--- src/rtl/sync_updown_ctr.sv ---
//----------------------------------------------------------------------------
// sync_updown_ctr
//
// Synchronous modulo-MODULUS up/down counter with parallel load, count
// enable and cascade outputs. The counting direction can change on any
// cycle. Multi-digit counters are built by feeding one stage's tc into the
// next stage's en. Every stage shares clk and clear_n, so there are no
// ripple clocks.
//
// Parameters
//   WIDTH    counter and load width in bits (2..16)
//   MODULUS  count range 0..MODULUS-1 (2..2**WIDTH)
//
// Ports
//   clk      clock; all state changes happen on the rising edge
//   clear_n  synchronous active-low clear (no asynchronous effect)
//   en       count enable
//   up       direction: 1 = increment, 0 = decrement
//   load     parallel load strobe (takes priority over en)
//   din      parallel load value, clamped to MODULUS-1 if out of range
//   q        registered count
//   tc       combinational terminal count; high in the cycle whose edge
//            will wrap, used as the cascade enable
//   wrap     registered one-cycle pulse after a wrap
//   zero     registered flag, equal to (q == 0) after every edge
//----------------------------------------------------------------------------
module sync_updown_ctr #(
   parameter int WIDTH   = 4,
   parameter int MODULUS = 10
) (
   input  logic             clk,
   input  logic             clear_n,
   input  logic             en,
   input  logic             up,
   input  logic             load,
   input  logic [WIDTH-1:0] din,
   output logic [WIDTH-1:0] q,
   output logic             tc,
   output logic             wrap,
   output logic             zero
);

   // All arithmetic is done one bit wider than the count so that an
   // increment from 2**WIDTH-1 is still visible as a value larger than
   // LAST_EXT. The wrap decision always comes from the compare, never from
   // natural overflow, so MODULUS = 2**WIDTH behaves like any other modulus.
   localparam logic [WIDTH:0] LAST_EXT = (WIDTH+1)'(MODULUS - 1);
   localparam logic [WIDTH:0] ONE_EXT  = (WIDTH+1)'(1);

   logic [WIDTH:0] q_ext;
   logic [WIDTH:0] inc_ext;
   logic [WIDTH:0] dec_ext;
   logic [WIDTH:0] din_ext;
   logic [WIDTH:0] next_ext;
   logic           at_last;
   logic           at_zero;
   logic           wrap_next;

   // Widened copies of the count and load value, plus the two end-of-range
   // compares that drive both the wrap decision and the terminal count.
   assign q_ext   = {1'b0, q};
   assign din_ext = {1'b0, din};
   assign inc_ext = q_ext + ONE_EXT;
   assign dec_ext = q_ext - ONE_EXT;
   assign at_last = (q_ext == LAST_EXT);
   assign at_zero = (q_ext == '0);

   // Terminal count is purely combinational so a downstream stage sees its
   // enable in the same cycle. It has no path from din, and is forced low
   // whenever the coming edge will clear or load instead of count.
   assign tc = clear_n & ~load & en & ((up & at_last) | (~up & at_zero));

   // Next-state selection for the non-clear cases: load (with saturating
   // clamp), then count in the selected direction, then hold. wrap_next is
   // only raised when a count step crosses an end of the range.
   always_comb begin
      next_ext  = q_ext;
      wrap_next = 1'b0;
      if (load) begin
         next_ext = (din_ext > LAST_EXT) ? LAST_EXT : din_ext;
      end else if (en) begin
         if (up) begin
            if (at_last) begin
               next_ext  = '0;
               wrap_next = 1'b1;
            end else begin
               next_ext = inc_ext;
            end
         end else begin
            if (at_zero) begin
               next_ext  = LAST_EXT;
               wrap_next = 1'b1;
            end else begin
               next_ext = dec_ext;
            end
         end
      end
   end

   // State register. Clear wins over everything and also drops any wrap
   // pulse currently showing. zero is registered from the same next value
   // as q so the two can never disagree.
   always_ff @(posedge clk) begin
      if (!clear_n) begin
         q    <= '0;
         wrap <= 1'b0;
         zero <= 1'b1;
      end else begin
         q    <= next_ext[WIDTH-1:0];
         wrap <= wrap_next;
         zero <= (next_ext == '0);
      end
   end

endmodule

--- config.mk ---
export PLATFORM = sky130hd
export DESIGN_NAME = sync_updown_ctr
export DESIGN_NICKNAME = d
export VERILOG_FILES = /design/src/rtl/sync_updown_ctr.sv
export SDC_FILE = /design/constraint.sdc
export NUM_CORES = 1
export LEC_CHECK = 0
export CAP_MARGIN = 15
export CORE_AREA = 2 2 39 41
export CTS_BUF_LIST = sky130_fd_sc_hd__clkbuf_16
export DETAILED_ROUTE_END_ITERATION = 10
export DIE_AREA = 0 0 41 43
export PLACE_DENSITY = 0.67
export SLEW_MARGIN = 10
export SYNTH_ARGS = -nofsm -noshare
export SYNTH_HDL_FRONTEND = slang
export SYNTH_SLANG_ARGS = --single-unit
--- constraint.sdc ---
create_clock -name clk -period 2 [get_ports clk]
set_input_delay 0.2 -clock clk [delete_from_list [all_inputs] [get_ports clk]]
set_output_delay 0.2 -clock clk [all_outputs]
set_load 0.01 [all_outputs]
==> results.yml <==
yosys:
  syn_area_sq_um: 497
  synth-edff-count: 0
  syn-mean-instance-area_sq_um: 7.53
  synth-seq-cells: 6
  synth_fp_nets: 75
  synth_ff_type: "dfxtp_1"
  synthDistinctLibCells: 35
  ys_seq_area_share_pct: 24.2
  yosys.area.top_type_share_pct: 24.2
  synth.area.top_cells: "dfxtp_1 (24%), a21oi_1 (6.0%), buf_6 (4.5%)"
  yosys_warnings: 0
  async_reset_ff_share_pct: 0
  syn_inst: 66
  yosysTopAreaCell: "dfxtp_1"
die:
  core_sq_um: 1380
  start_util_pct: 35.9
  die_w_um: 41
  ios: 16
  die_h_um: 43
  dieArea_sq_um: 1760
  rows: 14
layout:
  fin_util_pct: 52.8
  antennaDiodeCount: 0
  area_delta_synth_final_pct: 47.1
  final_cell_mix: "clkdlybuf4s50_1 (14), a21oi_1 (6), dfxtp_1 (6)"
  nNetsFinal: 94
  layout_commonest_cell: "clkdlybuf4s50_1"
  nFillCells: 141
  drive_gt1_share_pct: 13.3
setup_path:
  regToRegStartpoint: "q[0]"
  r2r-end: "zero"
  worstPathArrival_ns: 1.53
  crit_required_ns: 1.80
  path_max_fanout: 2
  worst-setup-path-type: "input pin to output pin"
  start_kind: "input pin"
  critPathMaxStageDelay_ns: 0.43
  reg2reg_slack_ns: 0.39
  cp_slowest_cell: "or3_2"
  endpoint_kind: "output pin"
  ff2ff_path_depth: 6
  crit_chain: "clkdlybuf4s50_1 -> or3_2 -> a211oi_1 -> dlygate4sd2_1"
power_and_ir_drop:
  p_sw_mw: 0.130
  p_leak_nw: 0.284
  p_seq_share_pct: 24.0
  power_frac_clock_pct: 55.3
  power_density_nw_per_um2: 796
  swShare_pct: 22.4
  combPwrFrac_pct: 20.6
  p_int_mw: 0.452
  peakVddDrop_v: 0.000588
  totalPowerFinal_mw: 0.582
clocking:
  cts_sinks: 6
  hold_buffers: 0
  cts_resized: 1
  cts_tree: "yes"
  clkLatencyLatePin_ns: 0.23
  cts_htree_levels: 1
  cts_setup_buffers: 0
  cts_buffers: 3
  clk_pin_slew_ns: 0.03
  cts-root-buf: "clkbuf_16"
  cts.path.max_buffers: 2
grt:
  grt_overflow_total: 0
  grt_pass1_wl_um: 1900
  grt_start_max_net_pins: 15
  grtUsageTotal_pct: 16.6
  antenna_found_initial: 0
  grt_pass1_vias: 453
timing:
  rsz0062_at_grt: "no"
  setup_violations: 0
  fin_crit_sh_pct: 86.5
  slew_headroom_pct: 71.4
  finalHoldViolations: 0
  maxSlewViolCount: 0
  timing.hold.ws_ns: 0.557
  skew_ns: 0.00236
  fmax_mhz: 578
  period_needed_ns: 1.73
  tightest_slew_ns: 0.429
  final.setup.worst_slack_ns: 0.269
placed_design:
  dp_slack_ns: -0.0232
  hpwl_um: 843
  gp_congestion: 0.748
  port_buffers: 15
route:
  drt_iter0_drc: 8
  routed_wl_um: 1200
  viasPerCell: 5.34
  vias: 529
  ant_nets: 0
  dr.pass1.iters: 4
  wl_per_cell_um: 12.1
  drc: 0
run_status:
  status: "complete, no violations"
hold_path:
  hold_path.class: "flop to flop"
  holdPathEnd: "wrap"
  hold_depth: 2
  hold_start: "q[3]"
job:
  maxCapViolCount: 0
layout make-up:
cell class	count	area, sq um	share of cell area [%]
Tap cell	16	20.0	2.74
Sequential cell	6	120	16.4
Clock buffer	3	75.1	10.3
Multi-Input combinational cell	51	318	43.5
Timing Repair Buffer	20	186	25.5
Inverter	3	11.3	1.54
through the flow:
stage	instance area (sq um)	TNS, ns	std cells
floorplan	497	0	66
global placement	657	-0.0103	96
CTS	731	0	99
finish	731	0	99
global route	731	0	99
detailed placement	657	-0.0232	96
critical path, delay by kind of cell:
family                 cells  cell delay (ns)
AO/OA/AOI/OAI              1             0.19
AND/OR/NAND/NOR            1             0.43
buffers and inverters      2             0.71
state kept, by name, summed over array words and instances, names as in the netlist:
| register | cells |
|---|---|
| q | 4 |
| wrap | 1 |
| zero | 1 |
kinds of logic (layout without fill, tap and decap cells):
group,after synthesis,count (layout),synth area share [%]
AND/OR/NAND/NOR,29,29,33.8
buffers and inverters,9,26,11.8
AO/OA/AOI/OAI,22,22,30.2
flip-flops,6,6,24.2
cells in the mapped netlist (2+ instances only):
library cell	n
a211oi_1	2
a21oi_1	6
and2_1	3
buf_2	2
buf_4	2
buf_6	2
dfxtp_1	6
inv_1	3
nand2_1	5
nand3b_1	2
nand4_1	2
nor2_1	5
o21ai_0	4
routing by layer:
layer | track usage (%) | up-vias | wire, um
met5 | 0 | - | 0
met4 | 12.0 | 0 | 34
met3 | 6.28 | 4 | 65
met2 | 20.6 | 18 | 507
met1 | 22.2 | 226 | 589
li1 | - | 281 | -
power by group through the flow:
stage	Sequential, mW	Combinational (mW)	Clock, mW
6_report	0.140	0.120	0.322
5_1_grt	0.141	0.132	0.332
4_1_cts	0.140	0.121	0.329
3_5_place_dp	0.141	0.120	0
3_3_place_gp	0.141	0.119	0
2_1_floorplan	0.140	0.0747	0
worst max path at each step:
stage               start    to  slack (ns)
finish                 up    tc        0.27
global placement       up    tc       -0.01
CTS                    up    tc        0.25
floorplan            q[0]  zero        0.48
detailed placement     up    tc       -0.02
global route           up    tc        0.22
(Power assumes the default switching activity.)
